**src/rtl/vga_plot_arbiter_if.sv**
```systemverilog
// Pixel-request bus between the game requesters and the plot arbiter, plus the
// registered pixel-write port that feeds vga_adapter.
interface vga_plot_arbiter_if;
  logic [2:0]  req;
  logic [23:0] req_x;
  logic [20:0] req_y;
  logic [8:0]  req_colour;
  logic [2:0]  grant;
  logic        clear_start;
  logic        clear_busy;
  logic        clear_done;
  logic [7:0]  x;
  logic [6:0]  y;
  logic [2:0]  colour;
  logic        plot;

  // Requester side: presents pixels and clear requests.
  modport master (
    output req, req_x, req_y, req_colour, clear_start,
    input  grant, clear_busy, clear_done, x, y, colour, plot
  );

  // Arbiter side: grants requests and drives the pixel-write port.
  modport slave (
    input  req, req_x, req_y, req_colour, clear_start,
    output grant, clear_busy, clear_done, x, y, colour, plot
  );
endinterface

```
**src/rtl/vga_plot_arbiter.sv**
```systemverilog
// Round-robin sharing of the vga_adapter pixel-write port among three requesters, with a
// full-screen clear sequencer that owns the port exclusively while it sweeps.
module vga_plot_arbiter #(
  parameter int unsigned WIDTH          = 160,
  parameter int unsigned HEIGHT         = 120,
  parameter logic [2:0]  CLEAR_COLOUR   = 3'b000,
  parameter bit          CLEAR_ON_RESET = 1'b1
) (
  input logic               clk,
  input logic               reset,
  vga_plot_arbiter_if.slave bus
);

  localparam logic [7:0] XLast = 8'(WIDTH - 1);
  localparam logic [6:0] YLast = 7'(HEIGHT - 1);

  typedef enum logic [0:0] {StArb, StClear} state_e;

  state_e      state_q, state_d;
  logic [1:0]  ptr_q, ptr_d;
  logic [7:0]  cx_q, cx_d;
  logic [6:0]  cy_q, cy_d;
  logic [7:0]  x_q, x_d;
  logic [6:0]  y_q, y_d;
  logic [2:0]  colour_q, colour_d;
  logic        plot_q, plot_d;
  logic        clear_done_q, clear_done_d;

  logic [2:0]  grant;
  logic [7:0]  px [3];
  logic [6:0]  py [3];
  logic [2:0]  pc [3];
  logic [1:0]  ord0, ord1, ord2;
  logic [1:0]  win_idx;
  logic        win_vld;
  logic        win_in_range;
  logic        sweep_last;

  function automatic logic [1:0] next_port(input logic [1:0] p);
    return (p == 2'd2) ? 2'd0 : p + 2'd1;
  endfunction

  always_comb begin
    for (int i = 0; i < 3; i++) begin
      px[i] = bus.req_x[8*i +: 8];
      py[i] = bus.req_y[7*i +: 7];
      pc[i] = bus.req_colour[3*i +: 3];
    end
  end

  // Scan order starts at ptr and wraps modulo 3.
  always_comb begin
    ord0    = ptr_q;
    ord1    = next_port(ord0);
    ord2    = next_port(ord1);
    win_vld = 1'b1;
    win_idx = ord0;
    if (bus.req[ord0]) begin
      win_idx = ord0;
    end else if (bus.req[ord1]) begin
      win_idx = ord1;
    end else if (bus.req[ord2]) begin
      win_idx = ord2;
    end else begin
      win_vld = 1'b0;
    end
  end

  assign win_in_range = (32'(px[win_idx]) < WIDTH) && (32'(py[win_idx]) < HEIGHT);
  assign sweep_last   = (cx_q == XLast) && (cy_q == YLast);

  // State register.
  always_ff @(posedge clk) begin
    if (reset) begin
      if (CLEAR_ON_RESET) begin
        state_q <= StClear;
      end else begin
        state_q <= StArb;
      end
    end else begin
      state_q <= state_d;
    end
  end

  // Next-state logic.
  always_comb begin
    state_d = state_q;
    unique case (state_q)
      StArb:   if (bus.clear_start) state_d = StClear;
      StClear: if (sweep_last)      state_d = StArb;
      default: state_d = StArb;
    endcase
  end

  // Output and datapath next-state logic.
  always_comb begin
    grant        = '0;
    x_d          = x_q;
    y_d          = y_q;
    colour_d     = colour_q;
    plot_d       = 1'b0;
    ptr_d        = ptr_q;
    cx_d         = cx_q;
    cy_d         = cy_q;
    clear_done_d = 1'b0;
    unique case (state_q)
      StArb: begin
        // A clear request pre-empts any pixel request presented in the same cycle.
        if (bus.clear_start) begin
          cx_d = '0;
          cy_d = '0;
        end else if (win_vld) begin
          grant[win_idx] = 1'b1;
          x_d            = px[win_idx];
          y_d            = py[win_idx];
          colour_d       = pc[win_idx];
          plot_d         = win_in_range;
          ptr_d          = next_port(win_idx);
        end
      end
      StClear: begin
        x_d      = cx_q;
        y_d      = cy_q;
        colour_d = CLEAR_COLOUR;
        plot_d   = 1'b1;
        if (sweep_last) begin
          cx_d         = '0;
          cy_d         = '0;
          clear_done_d = 1'b1;
        end else if (cx_q == XLast) begin
          cx_d = '0;
          cy_d = cy_q + 7'd1;
        end else begin
          cx_d = cx_q + 8'd1;
        end
      end
      default: ;
    endcase
  end

  always_ff @(posedge clk) begin
    if (reset) begin
      ptr_q        <= '0;
      cx_q         <= '0;
      cy_q         <= '0;
      x_q          <= '0;
      y_q          <= '0;
      colour_q     <= '0;
      plot_q       <= 1'b0;
      clear_done_q <= 1'b0;
    end else begin
      ptr_q        <= ptr_d;
      cx_q         <= cx_d;
      cy_q         <= cy_d;
      x_q          <= x_d;
      y_q          <= y_d;
      colour_q     <= colour_d;
      plot_q       <= plot_d;
      clear_done_q <= clear_done_d;
    end
  end

  assign bus.grant      = grant;
  assign bus.clear_busy = (state_q == StClear);
  assign bus.clear_done = clear_done_q;
  assign bus.x          = x_q;
  assign bus.y          = y_q;
  assign bus.colour     = colour_q;
  assign bus.plot       = plot_q;

endmodule

```
**src/flat_wrapper.sv**
```systemverilog
// flat-port wrapper written by rule: the top's interface ports become plain ports
module vga_plot_arbiter_flat 
#(
  parameter int unsigned WIDTH          = 160,
  parameter int unsigned HEIGHT         = 120,
  parameter logic [2:0]  CLEAR_COLOUR   = 3'b000,
  parameter bit          CLEAR_ON_RESET = 1'b1
)
  (clk, reset, bus_req, bus_req_x, bus_req_y, bus_req_colour, bus_clear_start, bus_grant, bus_clear_busy, bus_clear_done, bus_x, bus_y, bus_colour, bus_plot);
  vga_plot_arbiter_if bus_i ();
  input logic clk;
  input logic reset;
  input wire logic [$bits(bus_i.req)-1:0] bus_req;
  input wire logic [$bits(bus_i.req_x)-1:0] bus_req_x;
  input wire logic [$bits(bus_i.req_y)-1:0] bus_req_y;
  input wire logic [$bits(bus_i.req_colour)-1:0] bus_req_colour;
  input wire logic [$bits(bus_i.clear_start)-1:0] bus_clear_start;
  output wire logic [$bits(bus_i.grant)-1:0] bus_grant;
  output wire logic [$bits(bus_i.clear_busy)-1:0] bus_clear_busy;
  output wire logic [$bits(bus_i.clear_done)-1:0] bus_clear_done;
  output wire logic [$bits(bus_i.x)-1:0] bus_x;
  output wire logic [$bits(bus_i.y)-1:0] bus_y;
  output wire logic [$bits(bus_i.colour)-1:0] bus_colour;
  output wire logic [$bits(bus_i.plot)-1:0] bus_plot;
  assign bus_i.req = bus_req;
  assign bus_i.req_x = bus_req_x;
  assign bus_i.req_y = bus_req_y;
  assign bus_i.req_colour = bus_req_colour;
  assign bus_i.clear_start = bus_clear_start;
  assign bus_grant = bus_i.grant;
  assign bus_clear_busy = bus_i.clear_busy;
  assign bus_clear_done = bus_i.clear_done;
  assign bus_x = bus_i.x;
  assign bus_y = bus_i.y;
  assign bus_colour = bus_i.colour;
  assign bus_plot = bus_i.plot;
  vga_plot_arbiter #(.WIDTH(WIDTH), .HEIGHT(HEIGHT), .CLEAR_COLOUR(CLEAR_COLOUR), .CLEAR_ON_RESET(CLEAR_ON_RESET)) u_core (.clk(clk), .reset(reset), .bus(bus_i));
endmodule
```
**config.mk**
```make
export PLATFORM = sky130hd
export DESIGN_NAME = vga_plot_arbiter_flat
export DESIGN_NICKNAME = d
export VERILOG_FILES = /design/src/rtl/vga_plot_arbiter_if.sv /design/src/rtl/vga_plot_arbiter.sv /design/src/flat_wrapper.sv
export SDC_FILE = /design/constraint.sdc
export NUM_CORES = 1
export LEC_CHECK = 0
export ABC_AREA = 1
export BUFFER_PORTS_ARGS = -buffer_cell sky130_fd_sc_hd__clkbuf_2
export CAP_MARGIN = 20
export CORE_ASPECT_RATIO = 1.2
export CORE_MARGIN = 2
export CORE_UTILIZATION = 47
export DETAILED_ROUTE_END_ITERATION = 8
export PLACE_DENSITY_LB_ADDON = 0.08
export SYNTH_ARGS = -nofsm -noshare
export SYNTH_HDL_FRONTEND = slang
export SYNTH_SLANG_ARGS = --single-unit
```
**constraint.sdc**
```tcl
create_clock -name clk -period 3.35 [get_ports clk]
set_input_delay 0.335 -clock clk [delete_from_list [all_inputs] [get_ports clk]]
set_output_delay 0.335 -clock clk [all_outputs]
set_load 0.02 [all_outputs]
```
Word-level counts from Yosys, hierarchy flattened
Cells that the tools add are included.

Output and inout port bits: 24. Word-level logic and storage cells: 94. Input port bits: 60. Bits in registers: 38.

$add $sub $neg: 5. $lt $le $gt $ge: 8. Reduce and logical (&&, ||, !) cells: 7. Bitwise operators: 3. Muxes and demuxes: 53. Eq/ne operators: 9.

Operator list (number): 8-bit two-way mux (7); 7-bit two-way mux (7); 8-bit case mux with 2 select lines (2); 7-bit case mux with 2 select lines (2); 3-bit two-way mux (7); 8-bit binary-select mux with 2-bit select (1); 7-bit binary-select mux with 2-bit select (1); 2-bit by 3-bit less-than comparator with 1-bit output, second input constant (4); 1-bit two-way mux (12); 2-bit two-way mux (6); 8-bit by 1-bit adder with 8-bit output, second input constant (1); 8-bit equality test, second input constant (1); 8-bit less-than comparator, second input constant (1); 7-bit by 1-bit adder with 7-bit output, second input constant (1); 7-bit equality test, second input constant (1); 7-bit less-than comparator, second input constant (1); 2-bit by 1-bit adder with 2-bit output, second input constant (3); 1-bit binary-select mux with 2-bit select (3); 3-bit binary-select mux with 2-bit select (1); 2-bit equality test, second input constant (3); 3-bit case mux with 2 select lines (1); 2-bit inequality test, second input constant (2); 1-bit case mux with 2 select lines (2); 2-bit AND reduction (2); 10 further kinds (13).

Logic depth before layout (Yosys ltp)
Gate-level depths: netlist (run 1).

Word-level depth: 18. Depth in mapped cells: 16. Gate-level depth less buffers: 15.

Worst setup path after synthesis (run 1)
Ideal clock, no wire load.

Path kind: flip-flop to flip-flop. From: register u_core.cx_q[0]. To: register u_core.cy_q[4]. Arrival time: 1.607 ns. Cell stages (with the launch flop): 10. Clock period less this slack: 1.722 ns. Library setup time: 0.115 ns. Path slack: 1.628 ns. Path buffers: 0. Data required time: 3.235 ns. Cells stage by stage: dfxtp_1 -> ha_1 -> nand3_1 -> nor2_1 -> nand2_1 -> nor4_1 -> inv_1 -> o21ai_1 -> a21oi_1 -> o21a_1.

Word-level cells in the longest chain between the ends: 4. Elaborated cells between the ends (all ways): 6. Classes of those cells: 2 x eq/ne; 2 x mux; 2 x reduce/logical.

RTL lines: start: declaration (line vga_plot_arbiter.sv:21) `logic [7:0] cx_q, cx_d;`; start signal: assignment (line vga_plot_arbiter.sv:144) `cx_q <= '0;`; start signal: assignment (line vga_plot_arbiter.sv:153) `cx_q <= cx_d;`; 8-bit equality test (*) (line vga_plot_arbiter.sv:70, vga_plot_arbiter.sv:130); 1-bit logical AND (line vga_plot_arbiter.sv:70) `assign sweep_last = (cx_q == XLast) && (cy_q == YLast);`; 7-bit two-way mux or 3-bit inequality test (tied branches); 7-bit case mux with 2 select lines or 2-bit AND reduction (tied branches); end signal: assignment (line vga_plot_arbiter.sv:154) `cy_q <= cy_d;`; end: declaration (line vga_plot_arbiter.sv:22) `logic [6:0] cy_q, cy_d;`.

Every way passes the cells marked *; elsewhere a longest branch is shown, timed or not. A chain may end at the register's enable or synchronous reset.

Worst setup path after layout (run 1)
From: register u_core.ptr_q[1] (netlist: u_core.ord0[1]). To: output bus_grant[1].

Word-level cells in the longest chain between the ends: 16. Elaborated cells between the ends (all ways): 26. Classes of those cells: 2 x add/sub; 2 x order compare; 2 x eq/ne; 19 x mux; 1 x reduce/logical.

RTL lines: start: declaration (line vga_plot_arbiter.sv:20) `logic [1:0] ptr_q, ptr_d;`; start signal: assignment (line vga_plot_arbiter.sv:152) `ptr_q <= ptr_d;`; 2-bit by 1-bit adder with 2-bit output or 2-bit equality test (tied branches) (line vga_plot_arbiter.sv:40) `return (p == 2'd2) ? 2'd0 : p + 2'd1;`; 2-bit two-way mux (line vga_plot_arbiter.sv:40); 2-bit by 1-bit adder with 2-bit output or 2-bit equality test (tied branches) (line vga_plot_arbiter.sv:40); 2-bit two-way mux (line vga_plot_arbiter.sv:40); 1-bit binary-select mux with 2-bit select (line vga_plot_arbiter.sv:62) `end else if (bus.req[ord2]) begin`; 1-bit two-way mux (implied by the code) (line vga_plot_arbiter.sv:62); 2-bit two-way mux (line vga_plot_arbiter.sv:62); 2-bit two-way mux (line vga_plot_arbiter.sv:60) `end else if (bus.req[ord1]) begin`; 2-bit two-way mux (line vga_plot_arbiter.sv:58) `if (bus.req[ord0]) begin`; 2-bit by 3-bit less-than comparator with 1-bit output (implied by the code) or 2-bit by 1-bit >= comparator with 1-bit output (tied branches) (line vga_plot_arbiter.sv:113) `grant[win_idx] = 1'b1;`; 1-bit logical AND (implied by the code) (line vga_plot_arbiter.sv:113); 1-bit two-way mux (implied by the code) (line vga_plot_arbiter.sv:113); 1-bit demux with 2-bit select; 3-bit two-way mux (*) (line vga_plot_arbiter.sv:112) `end else if (win_vld) begin`; 3-bit two-way mux (*) (line vga_plot_arbiter.sv:109) `if (bus.clear_start) begin`; 3-bit two-way mux (*) (line vga_plot_arbiter.sv:106) `unique case (state_q)`; end: declaration (line flat_wrapper.sv:18) `output wire logic [$bits(bus_i.grant)-1:0] bus_grant;`.

Every way passes the cells marked *; elsewhere a longest branch is shown, timed or not. The select of a mux whose other input is x is not followed.

==> summary.md, run 1 <==
| Metric | Value |
|---|---|
| Crit share post-route | 0.722 |
| Number of buffers inserted by post-CTS setup repair | 0 |
| Time the worst path needs with I/O delays and setup | 2.42 ns |
| Most frequent cells in the layout | sky130_fd_sc_hd__nand2_1 (152), sky130_fd_sc_hd__clkbuf_2 (83), sky130_fd_sc_hd__dfxtp_1 (38), sky130_fd_sc_hd__nor2_1 (35) |
| Top fanout value on the critical path | 16 |
| Hold path startpoint | bus_req_colour[6] |
| Top_reg_cell synth | sky130_fd_sc_hd__dfxtp_1 |
| Antenna diode count | 0 |
| Placement row count | 28 |
| CTS clock-pin slew for the worst setup and hold paths | 0.07 ns |
| Startpoint types | flop |
| Detail Placement HPWL | 5180 um |
| Share of cells above drive strength 1 | 0.246 |
| CP Data Arrival Time | 2.08 ns |
| Core area | 4900 um2 |
| Sequential element share of the synthesized area | 0.319 |
| Number of cells upsized or downsized after cts | 0 |
| Final total negative setup slack | 0 ns |
| Total power density per cell area | 322 nW/um2 |
| Largest net degree at the start of global routing | 29 |
| CTS buffer count | 5 |
| Routed wire per std cell | 12.8 um |
| Worst reg2reg startpoint | u_core.ord0[1] |
| Number of buffers added on ports | 83 |
| Antenna violations before repair | 0 |
| Number of violations reported at the end of detailed-routing iteration 0 | 176 |
| Vias in the first global route | 2382 |
| Cell family contributing the most delay on the critical path | simple AND/OR/NAND/NOR gates |
| Synth Cell Area | 2390 um2 |
| CP Capture Point | bus_grant[1] |
| Crit path cell chain | inv_2, nand3_1, nand3_2, nor2_1, nand2_1, nand2_4, inv_2, nor2_2, nand2_1, inv_2, clkbuf_2 |
| Layout overhead on the synthesized area | 21.3% |
| Final-report hold violation count | 0 |
| Path category of the worst min-delay check | in -> reg |
| Multi-input gate area in the final layout | 1400 um2 |
| Total routed wirelength | 6690 um |
| Via Count | 2654 |
| Delay contributed by the slowest stage of the critical path | 0.47 ns |
| Post-DRT Antenna Nets | 0 |
| Post-synth EDFFs | 0 |
| Number of unique standard cell types used by synthesis | 40 |
| Pin slew with the least headroom to its limit | 0.599 ns |
| Placer Congestion | 0.910 |
| First-pass GRT wire length | 11000 um |
| Required time of the critical path | 3.01 ns |
| H-tree depth | 2 |
| Worst-case register-to-register setup slack | 1.29 ns |
| Filler Cells Inserted | 500 |
| Post-Synthesis Net Count | 447 |
| Post-cts hold buffer count | 0 |
| Total grt overflow | 0 |
| Syn avg cell area | 6.20 um2 |
| Stages on worst setup path | 11 |
| Leakage power | 1.47 nW |
| Post-synthesis cell count | 385 |
| CTS Sinks | 38 |
| Cell chosen for the clock root | sky130_fd_sc_hd__clkbuf_8 |
| Max IR drop VDD | 0.276 mV |
| Most common cell after layout, fill and taps aside | sky130_fd_sc_hd__nand2_1 |
| Async set-or-reset flop fraction in the synthesized netlist | 0 |
| 1st-pass router iterations | 4 |
| Combined flip-flop and latch cell area | 761 um2 |
| Die span in y | 82.1 um |
| Top-Level Pins | 84 |
| Setup repair after global routing missed its margin | false |
| Placement Cell Area | 2800 um2 |
| Final setup violating endpoints | 0 |
| Maximum buffer depth of the clock tree | 2 |
| Max_cap viols | 0 |
| Slew HR | 0.600 |
| Worst Clk Skew | 0.00805 ns |
| Core utilization of the finished layout | 0.590 |
| Synthesis Warnings | 0 |
| Synthesis-stage register bit count | 38 |
| Initial Util | 0.487 |
| DIE AREA | 5670 um2 |
| Cell mode on critical path | sky130_fd_sc_hd__inv_2 |
| Clock tree from TritonCTS | built |
| DP Worst Slack | 1.24 ns |
| Average via count per standard cell | 5.06 |
| Fin. max-slew vios | 0 |
| Outcome | complete, no violations |
| Highest clock frequency the design can meet | 413 MHz |
| Length in cells of the worst reg-to-reg path | 9 |
| Total routing usage reported by global routing | 0.238 |
| CP Class | reg -> out |
| Die span in x | 69.1 um |
| FF-to-FF End | u_core.bus.y[0] |
| Crit. Startpoint | u_core.ord0[1] |
| Crit path max-delay cell type | sky130_fd_sc_hd__dfxtp_1 |
| Post-route worst setup slack | 0.930 ns |
| Insertion delay to the later sink of the worst-skew pair | 0.29 ns |
| Critical path buffers and inverters | 4 |
| Final cell area excluding filler cells | 2900 um2 |
| Final net count | 525 |
| DRC violations left | 0 |
| Crit path capture type | output port |
-- cell usage after synthesis (3+ instances only) --
cell	n	area, um2
sky130_fd_sc_hd__a211oi_1	3	22.5
sky130_fd_sc_hd__a21oi_1	27	135
sky130_fd_sc_hd__a31oi_1	3	18.8
sky130_fd_sc_hd__buf_6	3	33.8
sky130_fd_sc_hd__clkbuf_1	5	18.8
sky130_fd_sc_hd__dfxtp_1	38	761
sky130_fd_sc_hd__inv_1	27	101
sky130_fd_sc_hd__inv_2	9	33.8
sky130_fd_sc_hd__nand2_1	152	571
sky130_fd_sc_hd__nand3_1	23	115
sky130_fd_sc_hd__nand3b_1	3	22.5
sky130_fd_sc_hd__nor2_1	35	131
sky130_fd_sc_hd__nor3_1	8	40.0
sky130_fd_sc_hd__o21ai_0	6	30.0
sky130_fd_sc_hd__o21ai_1	9	45.0
-- metrics by stage --
step                cells  power, mW  hold slack (ns)
floorplan             385      0.560            0.450
global placement      516      0.614            0.457
detailed placement    516      0.614            0.456
CTS                   524      0.939            0.342
global route          524      0.978            0.356
finish                524      0.931            0.345
-- registers in the layout, indices dropped and copies added, names as in the netlist --
signal                 count
u_core.bus.clear_busy      1
u_core.cy_q                7
u_core.bus.clear_done      1
u_core.bus.colour          3
u_core.ord0                2
u_core.bus.plot            1
u_core.cx_q                8
u_core.bus.x               8
u_core.bus.y               7
-- power breakdown --
part / internal, mW / total [mW] / switching [mW]
logic: 0.0582 / 0.143 / 0.0850
clock network: 0.166 / 0.326 / 0.160
registers: 0.457 / 0.462 / 0.00450
total: 0.682 / 0.931 / 0.249
-- metal layers --
layer / wire length (um) / vias to the layer above / global-route usage
met3: 402 / 12 / 0.0429
met5: 0 / - / 0
met2: 3110 / 100 / 0.395
met1: 3080 / 1152 / 0.317
li1: - / 1390 / -
met4: 102 / 0 / 0.0725
-- logic make-up after synthesis --
logic type                 synth area share
AOI/OAI and AO/OA                     0.146
DFF                                   0.319
buffers and inverters                0.0933
and+or+nand+nor                       0.428
adders and majority gates            0.0105
xor gates and xnor gates            0.00367
-- tightest hold or removal path, cell delays in order --
cell	delay, ns
sky130_fd_sc_hd__clkbuf_2	0.08
sky130_fd_sc_hd__nand2_1	0.04
sky130_fd_sc_hd__nand3_1	0.06
sky130_fd_sc_hd__nand2_1	0.05
sky130_fd_sc_hd__inv_1	0.04
-- worst min-delay path by stage --
stage	endpoint	slack, ns	depth (start not counted)
global route	u_core.bus.colour[0]	0.36	5
floorplan	u_core.cx_q[4]	0.45	2
CTS	u_core.bus.colour[0]	0.34	5
detailed placement	u_core.bus.x[1]	0.46	2
finish	u_core.bus.colour[0]	0.34	5
global placement	u_core.bus.x[3]	0.46	2
-- area by class of cell --
| cell class | count | area share |
|---|---|---|
| Multi-Input combinational cell | 297 | 0.485 |
| Sequential cell | 38 | 0.263 |
| Timing Repair Buffer | 84 | 0.146 |
| Inverter | 37 | 0.0488 |
| Clock buffer | 7 | 0.0298 |
| Tap cell | 60 | 0.0259 |
| Clock inverter | 1 | 0.00173 |
Note: power is estimated with default switching activity, not from simulation.
==> run 2: changes to the inputs <==
- ABC_AREA: 1 -> 0
- clock period: 3.35 -> 2.3 ns (I/O delays scaled with it)
==> summary.md, run 2 <==
| Metric | Value |
|---|---|
| Post-Synthesis Net Count | 371 (-17%) |
| Total grt overflow | 0 (unchanged) |
| Average via count per standard cell | 5.86 (+16%) |
| Async set-or-reset flop fraction in the synthesized netlist | 0 (unchanged) |
| Post-synth EDFFs | 0 (unchanged) |
| Hold path cells | 3 (-2) |
| 1st-pass router iterations | 4 (unchanged) |
| Sequential element share of the synthesized area | 0.313 (-0.00606) |
| Highest clock frequency the design can meet | 469 MHz |
| Crit path capture type | flop |
| Hold path startpoint | bus_req_colour[5] |
| Leakage power | 1.27 nW (-13%) |
| Dominant cell by count in the synthesized netlist | sky130_fd_sc_hd__nor2_1 |
| Synth Cell Area | 2430 um2 (+1.9%) |
| Total power density per cell area | 456 nW/um2 (+42%) |
| Max IR drop VDD | 0.301 mV (+8.8%) |
| Crit. Startpoint | u_core.ord0[0] |
| Yosys top cell by area | sky130_fd_sc_hd__dfxtp_1 |
| Pin slew with the least headroom to its limit | 0.556 ns (-0.0432 ns) |
| Post-cts hold buffer count | 0 (unchanged) |
| Number of buffers inserted by post-CTS setup repair | 0 (unchanged) |
| Final total negative setup slack | 0 ns (unchanged) |
| Synthesis-stage register bit count | 38 (unchanged) |
| CTS clock-pin slew for the worst setup and hold paths | 0.08 ns (about the same) |
| Slew HR | 0.629 (+0.0283) |
| Worst Clk Skew | 0.00621 ns (-0.00184 ns) |
| Syn avg cell area | 7.88 um2 (+27%) |
| DRC violations left | 0 (unchanged) |
| Fin. max-slew vios | 0 (unchanged) |
| Clock tree from TritonCTS | built |
| Required time of the critical path | 2.46 ns (-0.55 ns) |
| Most frequent cells in the layout | sky130_fd_sc_hd__clkbuf_2 (83), sky130_fd_sc_hd__nor2_1 (46), sky130_fd_sc_hd__dfxtp_1 (38), sky130_fd_sc_hd__nand2_1 (28), sky130_fd_sc_hd__a21oi_1 (23) |
| Total routed wirelength | 7230 um (+8.0%) |
| Post-synth top area share | 0.313 (-0.00606) |
| Final setup violating endpoints | 0 (unchanged) |
| H-tree depth | 2 (unchanged) |
| Cell chosen for the clock root | sky130_fd_sc_hd__clkbuf_8 |
| Commonest cells post-synth | sky130_fd_sc_hd__nor2_1 (46), sky130_fd_sc_hd__dfxtp_1 (38), sky130_fd_sc_hd__nand2_1 (28) |
| Filler Cells Inserted | 490 (-2.0%) |
| Initial Util | 0.489 (+0.00245) |
| Top_reg_cell synth | sky130_fd_sc_hd__dfxtp_1 |
| Die span in y | 82.8 um (+0.92%) |
| Outcome | complete, no violations |
| CTS Sinks | 38 (unchanged) |
| Crit share post-route | 0.927 |
| Maximum buffer depth of the clock tree | 2 (unchanged) |
| Path category of the worst min-delay check | in -> reg |
| CTS buffer count | 5 (unchanged) |
| Synthesis Warnings | 0 (unchanged) |
| Top-Level Pins | 84 (unchanged) |
| Via Count | 2614 (-1.5%) |
| Number of unique standard cell types used by synthesis | 56 (+40%) |
| Largest net degree at the start of global routing | 34 (+17%) |
| Time the worst path needs with I/O delays and setup | 2.13 ns |
| Routed wire per std cell | 16.2 um (+27%) |
| Worst reg2reg startpoint | u_core.ord0[0] |
| Die span in x | 69.7 um (+0.91%) |
| Placer Congestion | 0.937 (+3.0%) |
| DIE AREA | 5770 um2 (+1.8%) |
| Vias in the first global route | 2463 (+3.4%) |
| Most common cell after layout, fill and taps aside | sky130_fd_sc_hd__clkbuf_2 |
| Insertion delay to the later sink of the worst-skew pair | 0.29 ns (about the same) |
| WHS | 0.267 ns (-0.0775 ns) |
| Number of buffers added on ports | 83 (unchanged) |
| Post-synthesis cell count | 309 (-20%) |
| Startpoint types | flop |
| Final-report hold violation count | 0 (unchanged) |
| Leading post-synthesis cells by cell area | sky130_fd_sc_hd__dfxtp_1 (31%), sky130_fd_sc_hd__nor2_1 (7.1%), sky130_fd_sc_hd__mux2_2 (5.1%) |
| Setup repair after global routing missed its margin | false |
| CP Class | reg -> reg |
| First-pass GRT wire length | 11900 um (+8.4%) |
| Max_cap viols | 0 (unchanged) |
| Post-DRT Antenna Nets | 0 (unchanged) |
| Length in cells of the worst reg-to-reg path | 6 (-3) |
| Total routing usage reported by global routing | 0.249 (+0.0109) |
| Number of violations reported at the end of detailed-routing iteration 0 | 160 (-9.1%) |
| CP Data Arrival Time | 2.30 ns (+0.22 ns) |
| Final cell area excluding filler cells | 2990 um2 (+3.1%) |
| Top fanout value on the critical path | 13 (-3) |
| Core area | 4970 um2 (+1.4%) |
| Layout overhead on the synthesized area | 22.7% |
| Placement row count | 28 (unchanged) |
| Antenna diode count | 0 (unchanged) |
| Antenna violations before repair | 0 (unchanged) |
| Share of cells above drive strength 1 | 0.329 (+0.0833) |
| Final net count | 448 (-15%) |
| Detail Placement HPWL | 5440 um (+5.1%) |
| Placement Cell Area | 2890 um2 (+3.0%) |
| Power consumption | 1.36 mW (+46%) |
-- run 2: layout make-up --
class,instances,area [um2],share of cell area
clock buffers,6,72.6,0.0243
repair buffers,94,498,0.167
well taps,60,75.1,0.0251
multi-input cells,240,1550,0.518
flip-flops and latches,38,761,0.255
clock inverters,1,7.51,0.00251
inverters,7,26.3,0.00880
-- run 2: kinds of logic (layout without fill, tap and decap cells) --
family | count (synthesis) | after routing | share of synthesized area
AO/OA/AOI/OAI | 95 | 95 | 0.285
XOR/XNOR | 5 | 5 | 0.0180
adder cells (fa/ha/maj) | 2 | 2 | 0.0103
buffers and inverters | 31 | 108 | 0.0596
flip-flops | 38 | 38 | 0.313
multiplexers | 11 | 11 | 0.0509
AND/OR/NAND/NOR | 127 | 127 | 0.263
-- run 2: final timing paths --
kind	endpoint	slack [ns]
worst min-delay path	u_core.bus.colour[2]	0.27
worst min register to register	u_core.bus.y[6]	0.49
worst max-delay path	u_core.bus.x[1]	0.17
worst max register to register	u_core.bus.x[1]	0.17
-- run 2: metal layers --
metal / GRT usage / wire length (um)
met5: 0 / 0
met3: 0.0413 / 452
met2: 0.421 / 3530
met1: 0.324 / 3110
met4: 0.0752 / 143
-- run 2: through the flow --
stage	instances	worst slack, ns	util
2_1_floorplan	309	0.296	-
3_3_place_gp	439	0.188	0.580
3_5_place_dp	439	0.157	0.580
4_1_cts	446	0.0384	0.597
5_1_grt	446	0.0246	0.600
6_report	446	0.168	0.600
-- run 2: repair_timing --
item	4_1_cts	5_1_grt
resized for setup	0	2
endpoints found under the hold margin	0	0
endpoints found under the setup margin	0	1
-- run 2: worst max-delay path: stages, from the launching register on --
cell and delay (ns):
sky130_fd_sc_hd__dfxtp_1 0.54, sky130_fd_sc_hd__nand2b_1 0.15, sky130_fd_sc_hd__a21o_1 0.21, sky130_fd_sc_hd__nand2_1 0.33, sky130_fd_sc_hd__mux2_2 0.38, sky130_fd_sc_hd__a221oi_1 0.28
sky130_fd_sc_hd__o32ai_1 0.11
-- run 2: power breakdown --
group	switching, mW	total (mW)	leakage, nW	internal, mW
Clock	0.232	0.440	0.0373	0.208
Sequential	0.00956	0.676	0.307	0.666
Combinational	0.133	0.245	0.927	0.112
==> run 3: changes to the inputs <==
- clock period: 2.3 -> 2.71 ns (I/O delays scaled with it)
==> summary.md, run 3 (synthesis results as in run 2) <==
| Metric | Value |
|---|---|
| Outcome | complete, no violations |
| Routed wire per std cell | 15.8 um (-2.7%) |
| Worst reg2reg startpoint | u_core.ord0[1] |
| Average via count per standard cell | 5.74 (-2.1%) |
| CTS buffer count | 5 (unchanged) |
| Antenna violations before repair | 0 (unchanged) |
| Hold path startpoint | bus_req_colour[5] |
| Number of buffers inserted by post-CTS setup repair | 0 (unchanged) |
| Placement row count | 28 (unchanged) |
| DRC violations left | 0 (unchanged) |
| CP Class | reg -> out |
| Final-report hold violation count | 0 (unchanged) |
| Startpoint types | flop |
| Final setup violating endpoints | 0 (unchanged) |
| Most frequent cells in the layout | sky130_fd_sc_hd__clkbuf_2 (83), sky130_fd_sc_hd__nor2_1 (46), sky130_fd_sc_hd__dfxtp_1 (38), sky130_fd_sc_hd__nand2_1 (28), sky130_fd_sc_hd__a21oi_1 (23) |
| Detail Placement HPWL | 5300 um (-2.6%) |
| Pin slew with the least headroom to its limit | 0.617 ns (+0.0604 ns) |
| Final net count | 442 (-1.3%) |
| Initial Util | 0.489 (unchanged) |
| Total routed wirelength | 6950 um (-3.8%) |
| Required time of the critical path | 2.44 ns (-0.02 ns) |
| Top-Level Pins | 84 (unchanged) |
| Filler Cells Inserted | 487 (-0.61%) |
| Antenna diode count | 0 (unchanged) |
| Slew HR | 0.589 (-0.0397) |
| Final cell area excluding filler cells | 2940 um2 (-1.6%) |
| Clock tree from TritonCTS | built |
| First-pass GRT wire length | 11500 um (-3.5%) |
| Time the worst path needs with I/O delays and setup | 2.37 ns |
| CTS clock-pin slew for the worst setup and hold paths | 0.08 ns (about the same) |
| Max IR drop VDD | 0.339 mV (+13%) |
| Vias in the first global route | 2344 (-4.8%) |
| Path category of the worst min-delay check | in -> reg |
| Top fanout value on the critical path | 13 (unchanged) |
| Post-DRT Antenna Nets | 0 (unchanged) |
| CTS Sinks | 38 (unchanged) |
| Placer Congestion | 0.941 (+0.44%) |
| Total grt overflow | 0 (unchanged) |
| Total power density per cell area | 402 nW/um2 (-12%) |
| Setup repair after global routing missed its margin | false |
| 1st-pass router iterations | 4 (unchanged) |
| H-tree depth | 2 (unchanged) |
| Crit path capture type | output port |
| Number of buffers added on ports | 83 (unchanged) |
| Crit. Startpoint | u_core.ord0[0] |
| CP Data Arrival Time | 2.10 ns (-0.20 ns) |
| Core utilization of the finished layout | 0.591 (-0.00956) |
| Fin. max-slew vios | 0 (unchanged) |
| Total routing usage reported by global routing | 0.242 (-0.00699) |
| Placement Cell Area | 2840 um2 (-1.6%) |
| Core area | 4970 um2 (unchanged) |
| Layout overhead on the synthesized area | 20.7% |
| Most common cell after layout, fill and taps aside | sky130_fd_sc_hd__clkbuf_2 |
| Post-cts hold buffer count | 0 (unchanged) |
| Final total negative setup slack | 0 ns (unchanged) |
| Worst-case register-to-register setup slack | 0.44 ns (+0.27 ns) |
| Die span in y | 82.8 um (unchanged) |
| Share of cells above drive strength 1 | 0.323 (-0.00618) |
| Highest clock frequency the design can meet | 421 MHz |
| Largest net degree at the start of global routing | 34 (unchanged) |
| Via Count | 2530 (-3.2%) |
| Number of violations reported at the end of detailed-routing iteration 0 | 197 (+23%) |
| Insertion delay to the later sink of the worst-skew pair | 0.29 ns (about the same) |
| Worst Clk Skew | 0.00499 ns (-0.00122 ns) |
| Maximum buffer depth of the clock tree | 2 (unchanged) |
| DIE AREA | 5770 um2 (unchanged) |
| Die span in x | 69.7 um (unchanged) |
| Max_cap viols | 0 (unchanged) |
| Cell chosen for the clock root | sky130_fd_sc_hd__clkbuf_8 |
| Leakage power | 1.25 nW (-1.9%) |
| Crit share post-route | 0.876 |
| Number of cells upsized or downsized after cts | 0 (unchanged) |
run 3: power by group:
part | switching [mW] | total, mW | internal, mW
Clock | 0.205 | 0.410 | 0.204
Sequential | 0.00815 | 0.573 | 0.565
Combinational | 0.108 | 0.198 | 0.0906
Total | 0.321 | 1.18 | 0.860
run 3: final cells by class:
type / instances / area, um2 / share of cell area
repair buffers: 88 / 453 / 0.154
multi-input cells: 240 / 1530 / 0.520
well taps: 60 / 75.1 / 0.0256
inverters: 7 / 26.3 / 0.00894
clock inverters: 2 / 12.5 / 0.00426
flip-flops and latches: 38 / 761 / 0.259
clock buffers: 6 / 82.6 / 0.0281
run 3: path summary, 6_finish.rpt:
kind	to	cells past startpoint
worst min register to register	u_core.bus.y[3]	2
worst max-delay path	bus_grant[2]	4
worst min-delay path	u_core.bus.colour[2]	3
worst max register to register	u_core.bus.x[3]	6
run 3: worst max-delay path: stages, from the launching register on:
cell	delay (ns)
sky130_fd_sc_hd__dfxtp_1	0.57
sky130_fd_sc_hd__nor2b_1	0.19
sky130_fd_sc_hd__o32ai_2	0.60
sky130_fd_sc_hd__and3_1	0.27
sky130_fd_sc_hd__clkbuf_2	0.17
run 3: per-stage QoR:
step                      hold WS (ns)  std cells  setup slack [ns]  total power [mW]
after floorplan                  0.470        309             0.706             0.705
after global placement           0.484        433             0.431             0.782
after detailed placement         0.485        433             0.370             0.783
after CTS                        0.296        441             0.359              1.19
after global routing             0.351        441             0.258              1.24
final                            0.287        441             0.335              1.18
run 3: layer usage:
metal	vias to the layer above	global-route usage	wire length (um)
met1	1160	0.319	3020
met4	0	0.0612	42
met3	4	0.0461	443
met2	91	0.406	3440
met5	-	0	0
li1	1275	-	-
